**src/rtl/imem_fetch_ctrl.sv**
```systemverilog
// Instruction memory sequencer: boot-time program load, then sequential fetch with redirect.
// Loader is built only when IMEM_FETCH_CTRL_LOADER_EN is defined; otherwise memory is preloaded.
module imem_fetch_ctrl #(
    parameter int          DEPTH    = 32,
    parameter logic [31:0] RESET_PC = 32'h0000_0000,
    localparam int         AW       = $clog2(DEPTH)
) (
    input  logic          clk,
    input  logic          rst_n,
    input  logic          load_valid,
    input  logic [31:0]   load_data,
    input  logic          load_last,
    output logic          load_ready,
    output logic          imem_we,
    output logic [AW-1:0] imem_waddr,
    output logic [31:0]   imem_wdata,
    output logic [31:0]   imem_addr,
    input  logic [31:0]   imem_rdata,
    input  logic          redirect,
    input  logic [31:0]   redirect_pc,
    output logic          instr_valid,
    input  logic          instr_ready,
    output logic [31:0]   instr,
    output logic [31:0]   pc_out,
    output logic          halted
);

    typedef enum logic [1:0] {S_LOAD, S_FETCH, S_HALT} state_t;

`ifdef IMEM_FETCH_CTRL_LOADER_EN
    localparam state_t RESET_STATE = S_LOAD;
`else
    localparam state_t RESET_STATE = S_FETCH;
`endif

    state_t      state_q, state_d;
    logic [31:0] pc_q, pc_d;
    logic [31:0] instr_q, instr_d;
    logic [31:0] pc_out_q, pc_out_d;
    logic        instr_valid_q, instr_valid_d;
    logic        halted_q, halted_d;
    logic        capture_opp;
    logic        pc_out_of_range;
    logic        unused_pc_lsb;

    // A new word may enter the output register when it is empty or being drained.
    assign capture_opp     = !instr_valid_q || instr_ready;
    // DEPTH is a power of two, so any set bit above the word index is past the end.
    assign pc_out_of_range = |pc_q[31:AW+2];
    assign unused_pc_lsb   = ^redirect_pc[1:0];

    assign imem_addr   = pc_q;
    assign instr_valid = instr_valid_q;
    assign instr       = instr_q;
    assign pc_out      = pc_out_q;
    assign halted      = halted_q;

`ifdef IMEM_FETCH_CTRL_LOADER_EN
    logic [AW-1:0] lptr_q, lptr_d;

    assign load_ready = (state_q == S_LOAD);
    assign imem_we    = load_ready && load_valid;
    assign imem_waddr = lptr_q;
    assign imem_wdata = load_data;
`else
    logic unused_load;

    assign load_ready  = 1'b0;
    assign imem_we     = 1'b0;
    assign imem_waddr  = '0;
    assign imem_wdata  = '0;
    assign unused_load = ^{load_valid, load_last, load_data};
`endif

    always_comb begin
        state_d       = state_q;
        pc_d          = pc_q;
        instr_d       = instr_q;
        pc_out_d      = pc_out_q;
        instr_valid_d = instr_valid_q;
        halted_d      = halted_q;
`ifdef IMEM_FETCH_CTRL_LOADER_EN
        lptr_d        = lptr_q;
`endif
        if (redirect && state_q != S_LOAD) begin
            // Flush wins over any capture or consumption in the same cycle.
            instr_valid_d = 1'b0;
            pc_d          = {redirect_pc[31:2], 2'b00};
            halted_d      = 1'b0;
            state_d       = S_FETCH;
        end else begin
            case (state_q)
`ifdef IMEM_FETCH_CTRL_LOADER_EN
                S_LOAD: begin
                    if (load_valid) begin
                        lptr_d = lptr_q + 1'b1;
                        if (load_last || (&lptr_q)) begin
                            state_d = S_FETCH;
                            pc_d    = RESET_PC;
                            lptr_d  = '0;
                        end
                    end
                end
`endif
                S_FETCH: begin
                    if (capture_opp) begin
                        if (pc_out_of_range) begin
                            state_d       = S_HALT;
                            halted_d      = 1'b1;
                            instr_valid_d = 1'b0;
                        end else begin
                            instr_d       = imem_rdata;
                            pc_out_d      = pc_q;
                            instr_valid_d = 1'b1;
                            pc_d          = pc_q + 32'd4;
                        end
                    end
                end
                S_HALT: begin
                    if (instr_valid_q && instr_ready) begin
                        instr_valid_d = 1'b0;
                    end
                end
                default: state_d = RESET_STATE;
            endcase
        end
    end

    always_ff @(posedge clk or negedge rst_n) begin
        if (!rst_n) begin
            state_q       <= RESET_STATE;
            pc_q          <= RESET_PC;
            instr_q       <= '0;
            pc_out_q      <= '0;
            instr_valid_q <= 1'b0;
            halted_q      <= 1'b0;
`ifdef IMEM_FETCH_CTRL_LOADER_EN
            lptr_q        <= '0;
`endif
        end else begin
            state_q       <= state_d;
            pc_q          <= pc_d;
            instr_q       <= instr_d;
            pc_out_q      <= pc_out_d;
            instr_valid_q <= instr_valid_d;
            halted_q      <= halted_d;
`ifdef IMEM_FETCH_CTRL_LOADER_EN
            lptr_q        <= lptr_d;
`endif
        end
    end

endmodule

```
**config.mk**
```make
export PLATFORM = sky130hd
export DESIGN_NAME = imem_fetch_ctrl
export DESIGN_NICKNAME = d
export VERILOG_FILES = /design/src/rtl/imem_fetch_ctrl.sv
export SDC_FILE = /design/constraint.sdc
export NUM_CORES = 1
export LEC_CHECK = 0
export ABC_AREA = 1
export ABC_CLOCK_PERIOD_IN_PS = 1850
export CORE_MARGIN = 5
export CORE_UTILIZATION = 40
export CTS_BUF_LIST = sky130_fd_sc_hd__clkbuf_8
export CTS_CLUSTER_SIZE = 8
export DETAILED_ROUTE_END_ITERATION = 12
export GPL_TIMING_DRIVEN = 1
export PLACE_DENSITY = 0.82
export RECOVER_POWER = 25
export SYNTH_ARGS = -nofsm -noshare
export SYNTH_HDL_FRONTEND = slang
export SYNTH_SLANG_ARGS = --single-unit
```
**constraint.sdc**
```tcl
create_clock -name clk -period 1.85 [get_ports clk]
set_clock_uncertainty 0.05 [all_clocks]
set_input_delay 0.37 -clock clk [delete_from_list [all_inputs] [get_ports clk]]
set_output_delay 0.37 -clock clk [all_outputs]
set_load 0.02 [all_outputs]
```
* Yosys cells after proc, flatten, opt, wreduce, memory -nomap -nowiden
Index checks and enable logic that the tools add are counted.
Storage, ports and cells: register bits after elaboration 100, bits of input ports 102, output and inout port bits 137, logic and storage cells 48
Operators by class: $add $sub $neg 1, equal/unequal tests 7, muxes and demuxes 17, bitwise gates (word level) 2, reductions and logical operators 15
Operator list (number):
- 2-to-1 mux 32 bit | 4
- adder 32 x 3 -> 32 bit (second input constant) | 1
- OR reduction 25 bit | 1
- AND reduction 3 bit | 4
- != test 3 bit (second input constant) | 3
- 2-to-1 mux 1 bit | 8
- nonzero test 2 bit | 4
- 2-to-1 mux 2 bit | 3
- one-hot mux 2 bit (2 select lines) | 1
- AND reduction 4 bit | 1
- nonzero test 3 bit | 1
- equality test 2 x 1 -> 1 bit (second input constant) | 1
- equality test 2 bit (second input constant) | 1
- logical AND 1 bit | 2
- != test 2 x 1 -> 1 bit (second input constant) | 1
- != test 2 bit (second input constant) | 1
- inverter 1 bit | 2
- one-hot mux 1 bit (2 select lines) | 1
- logical NOT 1 bit | 1
- logical OR 1 bit | 1

* Logic depth before layout (Yosys ltp)
depth after elaboration 5, depth in mapped cells 9, depth with buffers taken out 8

* Worst setup path after synthesis
OpenSTA, ideal clock, no wires.
path kind flip-flop to flip-flop, start reg pc_q[19], in the netlist imem_addr[19], end reg pc_q[5], in the netlist imem_addr[5], library setup time 0.118 ns, data arrival time 1.400 ns, required time 1.682 ns, path slack 0.282 ns, cell stages (with the launch flop) 9, buffers on the path 1, clock period less this slack 1.568 ns, cell sequence dfrtp_1 > or2_1 > nor2_1 > nand3_1 > nand2_2 > nand2_2 > buf_6 > nand2_1 > nand2_1
On the way: cells in the longest elaborated chain, start to end 3
Ends and longest elaborated chain:
- start: declaration | line 37 | logic [31:0] pc_q, pc_d;
- start signal: assignment | line 142 | pc_q <= pc_d;
- OR reduction 25 bit | line 49 | assign pc_out_of_range = |pc_q[31:AW+2];
- != test 2 x 1 -> 1 bit (no source line)
- AND reduction 3 bit (no source line)
Every way passes these cells. A chain may end at the register's enable or synchronous reset.

* Worst setup path in the final report
start reg pc_q[22], in the netlist imem_addr[22], end out imem_addr[22]
RTL lines:
- end: declaration | line 17 | output logic [31:0] imem_addr,
No word-level cell between the ends.

==> impl_metrics.tcl <==
set metrics [dict create \
    fin_ws_ns 0.0528 \
    place_inst 795 \
    num_vias 3731 \
    cts_root_buffer "clkbuf_8" \
    drive_above_1_share_pct 8.18 \
    ys_warn_count 0 \
    synthArstFlopShare_pct 100 \
    dieWidth_um 115 \
    synth_top_area_share_pct 54.2 \
    dieArea_mm2 0.0132 \
    totalWireLength_um 11400 \
    grt_antenna_before_repair 0 \
    synth_area_mm2 0.00438 \
    grt_max_degree 55 \
    timing.rr.end "instr[24]$_DFFE_PN0P_" \
    syn_area_per_cell_um2 8.77 \
    vias_per_cell 4.59 \
    numCtsBuffers 9 \
    areaGrowthSynthToFinish_pct 43.7 \
    fin_crit_ns 1.80 \
    max_freq_ghz 0.556 \
    relSlewSlack_pct 44.7 \
    post-route-period-util_pct 97.1 \
    postRouteAntennaNets 0 \
    wl_per_cell_um 14.1 \
    crit_path_start_kind "register" \
    p_leak_nw 3.41 \
    path_max_fanout 3 \
    hold_path_class "reg -> reg" \
    max-clock-path-buffers 2 \
    ys_seq_area_share_pct 54.8 \
    r2r_cells 8 \
    portBuffers 159 \
    num-nets-final 770 \
    yosysMostFrequentCell "nand2_1" \
    core_area_mm2 0.0108 \
    worst_hold_slack_ns 0.422 \
    synthTopCellsByCount "187 x nand2_1, 95 x dfrtp_1, 47 x buf_4" \
    ios 239 \
    track_usage_pct 17.2 \
    crit_slowest_cell "clkdlybuf4s50_1" \
    grt_pass1_vias 3715 \
    power_density_mw_per_mm2 1070 \
    critical_path.cell_chain "clkdlybuf4s50_1" \
    synth_top_area_cell "dfrtp_1" \
    antennaDiodeCount 0 \
    path_delay_family "buffers and inverters" \
    setup_viol 0 \
    dp_hpwl_um 8550 \
    cts_tree "yes" \
    endpoint_kind "output port" \
    startpoint "imem_addr[22]$_DFFE_PN0P_" \
    worst_pin_slew_ns 0.829 \
    synth_cell_type_count 31 \
    design_area_mm2 0.00630 \
    clkTransAtPathRegs_ns 0.09 \
    crit_path_max_incr_delay_ns 0.63 \
    finalNonFillerCells 812 \
    synth_area_leaders "dfrtp_1 54%, nand2_1 16%, buf_4 8.1%" \
    drt_first_iter_violations 228 \
    synthFlopType "dfrtp_1" \
    clock_latency_ns 0.36 \
    setup.worst_path.class "reg -> out" \
    place_congestion 0.838 \
    endpoint "imem_addr[22]" \
    r2r_start "imem_addr[16]$_DFFE_PN0P_" \
    drtPass1Iterations 4 \
    min-delay-start "pc_out[23]$_DFFE_PN0P_" \
    final_hold_viol_count 0 \
    cap_violations 0 \
    start_util_pct 40.6 \
    syn_inst 500 \
    slew_viol_final 0 \
    vdd_drop_max_v 0.000655 \
    rows 38 \
    htreeDepth 3 \
    gr-total-overflow 0 \
    cp_data_required_time_ns 1.43 \
    path_buf_inv 1 \
    post-place-ws_ns -0.0588 \
    status "finished, final reports clean" \
    synth_edf_count 0 \
    critPathArrivalTime_ns 1.38 \
    critical_path_depth 1 \
    grt_pass1_wl_um 18200 \
    post-route-drc-count 0 \
    fp.dieH_um 115 \
    postPlaceCellArea_mm2 0.00606 \
    synth_seq_cells 96 \
    post_cts_buffers 0 \
    r2r_slack_ns 0.13 \
    cts_num_sinks 96 \
]
[stage by stage]
stage / total power, mW / utilization, % / setup TNS [ns]
after global routing: 7.15 / 58.4 / -0.00112
after detailed placement: 5.36 / 56.1 / -0.841
after floorplan: 4.18 / - / 0
final: 6.71 / 58.4 / 0
after CTS: 6.81 / 58.1 / 0
after global placement: 5.31 / 56.1 / 0
[worst min-delay path: cells and delay by family (launching register included)]
kind                   cells  cell delay (ns)
and+or+nand+nor            1             0.05
DFF                        1             0.35
buffers and inverters      1             0.04
[final cells by class]
| cell class | count | area (um2) |
|---|---|---|
| fillers | 937 | 4490 |
| clock inverters | 5 | 60.1 |
| inverters | 50 | 190 |
| clock buffers | 11 | 151 |
| well taps | 140 | 175 |
| multi-input cells | 330 | 1480 |
| repair buffers | 180 | 1840 |
| flip-flops and latches | 96 | 2400 |
[cell families after synthesis]
group           Yosys count  share of synthesized area, %
simple gates            268                          26.3
mux                       5                          1.14
flops                    96                          54.8
other cells               1                        0.0856
xor+xnor                  1                         0.200
compound gates           12                          2.06
buf+inv                 116                          15.1
fa+ha+maj                 1                         0.285
[power breakdown]
part | internal (mW) | total [mW] | leakage (nW) | switching (mW)
Combinational | 1.11 | 2.53 | 2.03 | 1.42
Sequential | 2.44 | 2.75 | 1.27 | 0.310
Clock | 0.707 | 1.43 | 0.106 | 0.726
Total | 4.25 | 6.71 | 3.41 | 2.46
[per-layer routing]
layer | global-route usage (%) | part of all wire (%) | up-vias
li1 | - | - | 1811
met1 | 20.3 | 39 | 1749
met2 | 29.6 | 50 | 159
met3 | 5.07 | 9.3 | 12
met4 | 6.41 | 1.1 | 0
met5 | 0 | 0 | -
[cell usage in the layout (no fill, tap or decap), types with 2 or more instances in the layout]
master and instances:
dlygate4sd2_1 4, buf_4 12, inv_1 45, nand3_1 15, dfrtp_1 95, clkbuf_2 2, o21ai_0 6, inv_6 2
nor2_4 2, nand2_1 187, clkdlybuf4s50_1 146, dlymetal6s2s_1 8, nand4_1 37, clkbuf_8 11, or2_2 2, nor2_1 18
mux2i_1 5, buf_12 6, conb_1 43, nor2_2 2, nand2_2 3, inv_2 4
[worst min-delay path by stage]
| stage | cells past startpoint | slack (ns) | to |
|---|---|---|---|
| floorplan | 0 | 0.02 | halted$_DFFE_PN0P_ |
| global placement | 1 | 0.28 | instr[26]$_DFFE_PN0P_ |
| detailed placement | 1 | 0.28 | pc_out[12]$_DFFE_PN0P_ |
| CTS | 2 | 0.43 | pc_out[12]$_DFFE_PN0P_ |
| global route | 2 | 0.44 | instr[10]$_DFFE_PN0P_ |
| finish | 2 | 0.42 | pc_out[23]$_DFFE_PN0P_ |
[sequential cells by signal, summed over array words and instances, names as in the netlist]
signal and count:
halted 1, imem_addr 30, instr 32, instr_valid 1, pc_out 30, state_q 2
[repair_timing]
item | in CTS | in global routing
hold buffers | 1 | 0
endpoints found under the setup margin | 4 | 57
resized for setup | 4 | 11
endpoints found under the hold margin | 31 | 0
Note: power is estimated with default switching activity, not from simulation.
==> RTL edit 1 (config.mk and constraints unchanged) <==
`DEPTH`: 32 -> 64.
--- a/src/rtl/imem_fetch_ctrl.sv
+++ b/src/rtl/imem_fetch_ctrl.sv
@@ -1,7 +1,7 @@
 // Instruction memory sequencer: boot-time program load, then sequential fetch with redirect.
 // Loader is built only when IMEM_FETCH_CTRL_LOADER_EN is defined; otherwise memory is preloaded.
 module imem_fetch_ctrl #(
-    parameter int          DEPTH    = 32,
+    parameter int          DEPTH    = 64,
     parameter logic [31:0] RESET_PC = 32'h0000_0000,
     localparam int         AW       = $clog2(DEPTH)
 ) (
Ports: changed (resized imem_waddr); port bits go from 239 to 240. The function was not compared with the original's and may differ.
==> RTL edit 1 against the unedited design <==
Sequential cell count unchanged; area after synthesis decreased by 0.23%; hold slack improved by 0.0064 ns; highest routed layer unchanged; final cell count increased by 1.5%; combinational power decreased by 28%; setup slack improved by 0.0065 ns; design area about the same; via count increased by 0.70%; routed wire length decreased by 1.1%; power decreased by 8.9%; largest power group unchanged; critical endpoint is now imem_addr[13].
==> RTL edit 1: results (changes against the unedited design) <==
Placement
  – Post-DP HPWL: 8580 µm (+0.35%)
  – Placement Setup Slack: -0.182 ns (-0.124 ns)
  – RD Place Congestion: 0.810 (-3.4%)
  – Cell count after placement: 807 (+1.5%)
  – I/O Buffers: 159 (unchanged)

Clock tree
  – Hold_buf cts: 1 (unchanged)
  – Post-CTS Setup Inserts: 0 (unchanged)
  – Clock Tree Buf Depth: 2 (unchanged)
  – Worst-Skew Late Latency: 0.36 ns (about the same)
  – Resized Gates After CTS: 6 (+2)
  – Clock slew at reported path FFs: 0.09 ns (about the same)
  – Clk root buf: clkbuf_8

Drt
  – Pre-Repair DR Iteration Count: 4 (unchanged)
  – WL final: 11,300 µm (-1.1%)
  – DR iter-0 viols: 244 (+7.0%)
  – Wire length per cell: 13.7 µm (-2.6%)
  – Routed vias: 3,757 (+0.70%)

Critical path
  – Crit Path Max Fanout: 3 (unchanged)
  – Worst EP arrival: 1.37 ns
  – Crit path max-delay family: buffers and inverters
  – Max stage delay on crit path: 0.64 ns

Yosys
  – Distinct cells, synth: 23 (-26%)
  – Most used DFF post-synth: dfrtp_1
  – Sequential share of the synthesized area: 55.0% (+0.13 points)
  – Synth top cells by count: nand2_1 (181), dfrtp_1 (95), buf_4 (46), nor2_1 (46), inv_1 (41)
  – Cells after Synth: 512 (+2.4%)
  – Largest cells by area after synthesis: dfrtp_1 (54%), nand2_1 (16%), buf_4 (7.9%)
  – Synth warnings: 0 (unchanged)
  – Asr flop ratio synth: 100% (unchanged)

Global routing
  – Largest net degree at the start of global routing: 50 (-9.1%)
  – Number of global-route vias before repair: 3,689 (-0.70%)
  – Met1 usage: 21.7% (+1.3 points)
  – Routing usage on met2: 27.4% (-2.3 points)
  – First-pass GRT wire length: 17,800 µm (-1.7%)
  – GRT met3 Usage: 4.49% (-0.58 points)
  – GRT Total Usage: 16.8% (-0.46 points)
  – Initial antenna violation count: 0 (unchanged)

Min path
  – Hold WC Path Type: reg2reg

Timing
  – Pin slew with the least headroom to its limit: 0.757 ns (-0.0718 ns)

Outcome
  – Status: finished clean

Finish
  – Fraction of layout cells with a size suffix above 1: 7.31% (-0.87 points)
  – Max FFs per register: 32 (unchanged)
  – Nets: 782 (+1.6%)
  – # diodes: 0 (unchanged)

Pwr
  – Worst vdd ir: 0.000560 V (-15%)
  – Pleak: 3.29 nW (-3.5%)
==> RTL edit 1: routing by layer <==
metal / wire (µm) / vias to the layer above
met5: 0 / -
met4: 182 / 0
met3: 933 / 19
met2: 5540 / 140
met1: 4640 / 1758
li1: - / 1840
==> RTL edit 1: final timing paths <==
check / depth (start not counted) / to / start / slack (ns)
setup / recovery: 1 / imem_addr[13] / imem_addr[13] / 0.06
hold / removal: 2 / instr[12] / instr[12] / 0.43
setup reg to reg: 9 / instr[30] / imem_addr[29] / 0.17
hold reg to reg: 2 / instr[12] / instr[12] / 0.43
max in group asynchronous: 3 / instr[10] / rst_n / 0.28
min in group asynchronous: 2 / instr[1] / rst_n / 0.57
==> RTL edit 1: final cells by class <==
cell class,count,area (µm²)
inverter,46,173
clock buffer,10,138
clock inverter,6,114
tap,140,175
fill,920,4490
sequential,96,2400
timing repair buffer,180,1770
multi-input combinational,346,1530
==> RTL edit 1: cell families (layout without fill, tap and decap cells) <==
logic type,Yosys count,in the layout,synth area share [%]
buf+inv,113,242,14.2
other cells,1,44,0.0858
fa+ha+maj,1,1,0.286
simple gates,287,287,27.6
mux,6,6,1.37
compound gates,8,8,1.49
flops,96,96,55.0
==> RTL edit 1: power breakdown <==
group          total, W  leakage, nW  switching [W]  internal [W]
combinational   0.00183         2.02        0.00105      0.000778
sequential      0.00261         1.15       0.000261       0.00235
clock           0.00167        0.119       0.000733      0.000939
total           0.00611         3.29        0.00204       0.00407
==> RTL edit 1: metrics by stage <==
stage	utilization, %	power, W	area (µm²)
CTS	58.3	0.00618	6290
global placement	55.9	0.00448	6040
finish	58.4	0.00611	6300
detailed placement	55.9	0.00454	6040
floorplan	-	0.00365	4530
global route	58.4	0.00647	6300
==> RTL edit 2 (same settings) <==
Made on the original files. Encoding of `state_t`: now one-hot (3 bits for 3 states).
--- a/src/rtl/imem_fetch_ctrl.sv
+++ b/src/rtl/imem_fetch_ctrl.sv
@@ -25,7 +25,7 @@
     output logic          halted
 );
 
-    typedef enum logic [1:0] {S_LOAD, S_FETCH, S_HALT} state_t;
+    typedef enum logic [2:0] {S_LOAD = 3'b001, S_FETCH = 3'b010, S_HALT = 3'b100} state_t;
 
 `ifdef IMEM_FETCH_CTRL_LOADER_EN
     localparam state_t RESET_STATE = S_LOAD;
Behaviour: same outputs for any inputs over 4 cycles, from zero or initial values and one cycle with rst_n low; so few cycles prove little.
==> RTL edit 2 against the unedited design <==
Synthesized cell count grew 2.4%; register-to-register slack improved by 0.02 ns; sequential cell count unchanged; routed wire length increased by 1.6%; design area shrank 0.24%; power shrank 24%; area after synthesis rose by 1.5%; setup slack barely moved; critical path type unchanged; largest power group unchanged; highest routed layer unchanged.
==> RTL edit 2: results (changes against the unedited design) <==
Outcome
  – Status: finished clean

Drt
  – Wire length per cell: 14.3 µm (+1.3%)
  – DR iter-0 viols: 264 (+16%)
  – Pre-Repair DR Iteration Count: 5 (+1)
  – Drt via density: 4.78 (+4.1%)

Placement
  – RD Place Congestion: 0.807 (-3.7%)
  – Post-DP HPWL: 8420 µm (-1.4%)
  – Post-DP Area: 0.00605 mm² (about the same)
  – Placement Setup Slack: -0.0227 ns (+0.0361 ns)

Finish
  – Fillers: 958 (+2.2%)
  – Max FFs per register: 32 (unchanged)
  – Fraction of layout cells with a size suffix above 1: 10.2% (+2.1 points)
  – Nets: 772 (+0.26%)

Global routing
  – Initial antenna violation count: 0 (unchanged)
  – GRT Total Usage: 16.9% (-0.29 points)
  – Number of global-route vias before repair: 3,748 (+0.89%)
  – Largest net degree at the start of global routing: 97 (+76%)
  – First-pass GRT wire length: 18,100 µm (-0.23%)

Yosys
  – Sequential share of the synthesized area: 54.0% (-0.82 points)
  – Largest cells by area after synthesis: dfrtp_1 (53%), nand2_1 (13%), buf_4 (7.4%)
  – Synth top cells by count: nand2_1 (159), dfrtp_1 (95), buf_4 (44)
  – Distinct cells, synth: 26 (-16%)

Pwr
  – Pleak: 3.35 nW (-1.8%)
  – Psw: 0.00164 W (-33%)
  – Worst vdd ir: 0.000620 V (-5.2%)

Clock tree
  – Worst-Skew Late Latency: 0.37 ns

Run
  – Max Cap Violations: 0 (unchanged)
RTL edit 2: cell count changes after synthesis, moves of 5 or more:
cell     change
inv_2       +21
inv_1       -22
buf_2        +9
nor2_1      +16
nand2_1     -28
nand3_1     +19
mux2i_1      -5
a21oi_1      +9
RTL edit 2: final cells by class:
cell class                 instances  area share, %
timing repair buffer             174           28.2
sequential                        96           38.2
inverter                          48           2.87
multi-input combinational        340           24.4
clock inverter                     7           1.55
clock buffer                       9           1.97
tap                              140           2.79
RTL edit 2: path summary, 6_finish.rpt:
path / start / end / slack [ns] / cells after the start
min in group clk: pc_out[17] / pc_out[17] / 0.42 / 2
min: rst_n / instr[5] / 0.37 / 2
max reg2reg: imem_addr[11] / pc_out[22] / 0.15 / 8
min reg2reg: pc_out[17] / pc_out[17] / 0.42 / 2
max in group asynchronous: rst_n / imem_addr[21] / 0.60 / 2
max: imem_addr[26] / imem_addr[26] / 0.05 / 1
RTL edit 2: cells by family after synthesis:
family	count (synthesis)	share of synthesized area, %
buf+inv	118	15.3
simple gates	277	27.9
flops	96	54.0
other cells	1	0.0843
fa+ha+maj	1	0.281
compound gates	19	2.45
RTL edit 2: stage by stage:
| stage | std cells | utilization [%] | power [W] | TNS (ns) |
|---|---|---|---|---|
| 2_1_floorplan | 554 | - | 0.00312 | 0 |
| 3_3_place_gp | 798 | 55.6 | 0.00367 | -0.0455 |
| 3_5_place_dp | 798 | 55.6 | 0.00370 | -0.0703 |
| 4_1_cts | 814 | 57.6 | 0.00519 | 0 |
| 5_1_grt | 814 | 57.7 | 0.00539 | 0 |
| 6_report | 814 | 57.7 | 0.00512 | 0 |
RTL edit 2: timing repair:
action                     CTS  global route
resized for setup            7            12
setup endpoints to repair    7            12
buffers inserted             0             0
RTL edit 2: power by group through the flow:
stage               Sequential [W]  Combinational (W)  Clock [W]
floorplan                  0.00249           0.000633          0
global placement           0.00239            0.00128          0
detailed placement         0.00239            0.00131          0
CTS                        0.00235            0.00128    0.00155
global route               0.00237            0.00137    0.00165
finish                     0.00235            0.00127    0.00150
RTL edit 2: metal layers:
| metal | routed length (µm) | global-route usage, % | vias up |
|---|---|---|---|
| met5 | 0 | 0 | - |
| met4 | 113 | 5.63 | 0 |
| met3 | 1030 | 3.66 | 12 |
| met2 | 5980 | 29.4 | 174 |
| met1 | 4480 | 21.0 | 1866 |
| li1 | - | - | 1840 |
